### src/rtl/bcd_counter_pkg.sv
// Shared constants and FSM state type for the BCD digit counter.
// Optional alarm compare is enabled with `define BCD_ALARM_EN.
package bcd_counter_pkg;

  localparam int unsigned BCD_W = 4;
  localparam logic [BCD_W-1:0] BCD_MAX = 4'd9;
  localparam int unsigned BUZZ_W = 8;

  typedef enum logic {
    STOP = 1'b0,
    RUN  = 1'b1
  } fsm_e;

endpackage

### src/rtl/bcd_digit.sv
// One BCD digit: load with clamp, up/down step gated by carry/borrow in.
// Carry/borrow out is combinational so a whole chain ripples in one clock.
module bcd_digit
  import bcd_counter_pkg::*;
(
  input  logic             clk_i,
  input  logic             rst_i,
  input  logic             rst_up_i,
  input  logic             en_i,
  input  logic             up_i,
  input  logic             load_i,
  input  logic [BCD_W-1:0] load_val_i,
  input  logic             ci_i,
  output logic [BCD_W-1:0] q_o,
  output logic             co_o
);

  logic [BCD_W-1:0] q_q, q_d, ld_val;
  logic             at_edge;

  assign ld_val  = (load_val_i > BCD_MAX) ? BCD_MAX : load_val_i;
  assign at_edge = up_i ? (q_q == BCD_MAX) : (q_q == '0);
  assign co_o    = ci_i & at_edge;
  assign q_o     = q_q;

  always_comb begin
    q_d = q_q;
    if (load_i) begin
      q_d = ld_val;
    end else if (en_i && ci_i) begin
      if (up_i) q_d = at_edge ? '0 : q_q + 1'b1;
      else      q_d = at_edge ? BCD_MAX : q_q - 1'b1;
    end
  end

  always_ff @(posedge clk_i) begin
    if (rst_i) q_q <= rst_up_i ? '0 : BCD_MAX;
    else       q_q <= q_d;
  end

endmodule

### src/rtl/bcd_digit_counter.sv
// Multi-digit BCD up/down counter with STOP/RUN FSM, wrap pulse and buzzer.
// `define BCD_ALARM_EN adds alarm_value input and registered alarm output.
module bcd_digit_counter
  import bcd_counter_pkg::*;
#(
  parameter int NUM_DIGITS  = 4,
  parameter int BUZZ_CYCLES = 1
) (
  input  logic                        clk_1Hz,
  input  logic                        result_reset,
  input  logic                        updown,
  input  logic                        result_load,
  input  logic [BCD_W*NUM_DIGITS-1:0] load_value,
  input  logic                        state,
`ifdef BCD_ALARM_EN
  input  logic [BCD_W*NUM_DIGITS-1:0] alarm_value,
  output logic                        alarm,
`endif
  output logic [BCD_W*NUM_DIGITS-1:0] count,
  output logic                        tc,
  output logic                        buzzer,
  output logic                        busy_run
);

  localparam logic [BUZZ_W-1:0] BUZZ_LD = BUZZ_W'(BUZZ_CYCLES);

  fsm_e              fsm_q, fsm_d;
  logic              tc_q, tc_d;
  logic [BUZZ_W-1:0] tmr_q, tmr_d;
  logic              step;
  logic [NUM_DIGITS:0] chain;

  // FSM follows state on the same edge, so a run edge also steps
  assign fsm_d    = state ? STOP : RUN;
  assign step     = !result_load && (fsm_d == RUN);
  assign chain[0] = 1'b1;

  for (genvar g = 0; g < NUM_DIGITS; g++) begin : g_dig
    bcd_digit u_dig (
      .clk_i      (clk_1Hz),
      .rst_i      (result_reset),
      .rst_up_i   (updown),
      .en_i       (step),
      .up_i       (updown),
      .load_i     (result_load),
      .load_val_i (load_value[g*BCD_W +: BCD_W]),
      .ci_i       (chain[g]),
      .q_o        (count[g*BCD_W +: BCD_W]),
      .co_o       (chain[g+1])
    );
  end

  assign tc_d = step && chain[NUM_DIGITS];

  always_comb begin
    tmr_d = tmr_q;
    if (tc_q)              tmr_d = BUZZ_LD;
    else if (tmr_q != '0)  tmr_d = tmr_q - 1'b1;
  end

  always_ff @(posedge clk_1Hz) begin
    if (result_reset) begin
      fsm_q <= STOP;
      tc_q  <= 1'b0;
      tmr_q <= '0;
    end else begin
      fsm_q <= fsm_d;
      tc_q  <= tc_d;
      tmr_q <= tmr_d;
    end
  end

  assign tc       = tc_q;
  assign buzzer   = (tmr_q != '0);
  assign busy_run = (fsm_q == RUN);

`ifdef BCD_ALARM_EN
  logic alarm_q;

  always_ff @(posedge clk_1Hz) begin
    if (result_reset) alarm_q <= 1'b0;
    else              alarm_q <= (count == alarm_value);
  end

  assign alarm = alarm_q;
`endif

endmodule
### config.mk
export PLATFORM = sky130hd
export DESIGN_NAME = bcd_digit_counter
export DESIGN_NICKNAME = d
export VERILOG_FILES = /design/src/rtl/bcd_counter_pkg.sv /design/src/rtl/bcd_digit.sv /design/src/rtl/bcd_digit_counter.sv
export SDC_FILE = /design/constraint.sdc
export NUM_CORES = 1
export LEC_CHECK = 0
export ABC_CLOCK_PERIOD_IN_PS = 4900
export CORE_ASPECT_RATIO = 1.2
export CORE_MARGIN = 4
export CORE_UTILIZATION = 65
export DETAILED_ROUTE_END_ITERATION = 7
export DONT_BUFFER_PORTS = 1
export GPL_TIMING_DRIVEN = 1
export PLACE_DENSITY_LB_ADDON = 0.3
export SYNTH_ARGS = -nofsm -noshare
export SYNTH_HDL_FRONTEND = slang
export SYNTH_SLANG_ARGS = --single-unit
export TNS_END_PERCENT = 10
### constraint.sdc
create_clock -name clk_1Hz -period 4.9 [get_ports clk_1Hz]
set_input_delay 0.49 -clock clk_1Hz [delete_from_list [all_inputs] [get_ports clk_1Hz]]
set_output_delay 0.49 -clock clk_1Hz [all_outputs]
set_load 0.02 [all_outputs]
==> results.cfg <==
[timing]
fmax_mhz = 474
setup_viol = 0
tns_ns = 0
finalHoldViolCount = 0
clock_skew_ns = 0.00786
rsz0062_at_grt = no
post-route-period-util_pct = 43.1
final_max_slew_viol_count = 0
worst_slew_pin_slew_ns = 0.603
setup_ws_ns = 2.79
max-slew-margin-rel_pct = 59.6
finalCriticalPeriod_ns = 2.11

[floorplan]
die_x_um = 59.7
boundaryPins = 40
initial_core_util_pct = 67.7
placement_rows = 22
die-area_um2 = 4190
fp.dieH_um = 70.1
core_area_um2 = 3080

[final_layout]
num-nets-final = 269
final_common_cell = nand2_1
fillers = 255
num_antenna_cells = 0
final_cells = 269
layout_common_cells = nand2_1 (20), nor2_1 (19), inv_1 (18), a21oi_1 (17), edfxtp_1 (16)
drive_gt1_share_pct = 9.01
area_delta_synth_final_pct = 1.20

[clock_tree]
cts_tree = yes
clk_pin_slew_ns = 0.15
hold_buffers = 0
cts.sinks = 26
root_buffer = clkbuf_4
post_cts_buffers = 0
htree_num_levels = 1
cts_buffers = 3
cts_buffer_depth = 2
insertion_delay_ns = 0.33
cts_resized = 0

[route]
ant_nets = 0
first_iter_violations = 101
vias = 1774
finalWirelength_um = 4580
routedWlPerCell_um = 17.0
firstDrtPassIters = 4
vias_per_cell = 6.59
drc_errors = 0

[pwr]
p_leak_uw = 0.000804
p_per_area_nw_per_um2 = 371
fin_total_pwr_uw = 783
ir_drop_uv = 283

[setup_path]
path_max_fanout = 7
endpoint = g_dig[3].u_dig.q_o[1]
crit_family = simple AND/OR/NAND/NOR gates
crit_chain = inv_1 > ha_1 > or3b_1 > a21oi_2 > nand3_2 > nand2_1
timing.rr.end = g_dig[3].u_dig.q_o[1]
worstSetupPathType = reg -> reg
slowest_delay_ns = 0.59
critPathRequiredTime_ns = 4.95
crit_buf_inv = 1
critical-path-slowest-cell = edfxtp_1
reg2regPathDepth = 6
start_kind = register
worst-path-stages = 6
setup.worst_path.end_class = register
timing.rr.start = g_dig[1].u_dig.q_o[0]
r2r_setup_slack_ns = 2.79
worstPathArrival_ns = 2.16
crit_start = g_dig[1].u_dig.q_o[0]

[global_route]
grt_max_degree = 26
grt_pass1_vias = 1612
grt_first_pass_wirelength_um = 7550
grt_antenna_before_repair = 0
overflow = 0
grt_usage_pct = 22.9

[place]
hpwl_um = 3390
gp_congestion = 0.879
dpl_worst_slack_ns = 2.84
port_buffers = 0
post-place-cells = 265

[yosys]
ys_ff_latch = 26
synth_area_um2 = 2090
synth_nets = 273
syn_inst = 238
yosysTopAreaCell = edfxtp_1
synthArstFlopShare_pct = 0
synth_top_area_share_pct = 23.0
synth_ff_type = edfxtp_1
synth_edf_count = 16
syn_avg_cell_area_um2 = 8.77
ys_types = 58
synthTopCellsByArea = edfxtp_1 (23%), dfxtp_1 (9.6%), ha_1 (8.4%)
seq_area_frac_synth_pct = 32.6
yosysWarnings = 0

[flow_run]
drv_cap = 0

[run_status]
status = complete, no violations

[hold_path]
worstHoldPathType = in -> reg
## Yosys cell counts, drive strengths merged (3+ instances only)
master and n:
nor2 21, nand2 20, a21oi 19, inv 19, edfxtp 16, o21ai 15
ha 14, dfxtp 10, a31oi 9, nand2b 8, nor3 7, buf 6
nand3 6, mux2i 4, nor3b 4, o211ai 4, a22oi 3, clkbuf 3
nand3b 3, nor2b 3, o311ai 3, xnor2 3
## cell type report
| cell class | instances | area, um^2 | share of cell area (%) |
|---|---|---|---|
| clock buffers | 4 | 36.3 | 1.72 |
| inverters | 19 | 71.3 | 3.37 |
| multi-input cells | 184 | 1280 | 60.6 |
| flip-flops and latches | 26 | 681 | 32.2 |
| well taps | 36 | 45.0 | 2.13 |
## cells by family after synthesis
kind of cell | Yosys count | share of synthesized area, %
fa+ha+maj | 14 | 8.39
mux | 4 | 1.92
simple gates | 84 | 23.3
buf+inv | 28 | 6.11
flops | 26 | 32.6
compound gates | 78 | 26.0
xor+xnor | 4 | 1.68
## through the flow
stage               util [%]  hold slack (ns)  area (um^2)
finish                  68.5            0.205         2110
global route            68.5            0.181         2110
detailed placement      67.4            0.539         2080
global placement        67.4            0.524         2080
floorplan                  -            0.505         2090
CTS                     68.5            0.198         2110
## metal layers
metal  wire length [um]  vias to the layer above  GRT usage, %
met5                  0                        -             0
met3                335                        6          3.70
li1                   -                      878             -
met2               2330                       72          36.9
met4                 81                        0          9.36
met1               1840                      818          29.5
## registers in the layout, summed over array words and instances (netlist names)
| signal | count |
|---|---|
| tc | 1 |
| g_dig.u_dig.q_o | 16 |
| busy_run | 1 |
| tmr_q | 8 |
## worst min-delay path by stage
stage | cells past startpoint | slack (ns) | endpoint | start
2_1_floorplan | 2 | 0.51 | tmr_q[3] | tmr_q[3]
3_3_place_gp | 2 | 0.52 | tmr_q[3] | tmr_q[3]
3_5_place_dp | 2 | 0.54 | tmr_q[7] | tmr_q[7]
4_1_cts | 1 | 0.20 | busy_run | state
5_1_grt | 1 | 0.18 | tc | result_load
6_report | 1 | 0.20 | busy_run | state
## power breakdown
| part | internal, uW | switching, uW | total, uW |
|---|---|---|---|
| logic | 145 | 157 | 302 |
| clock network | 45.5 | 68.2 | 114 |
| registers | 281 | 86.7 | 368 |
(Power assumes the default switching activity.)
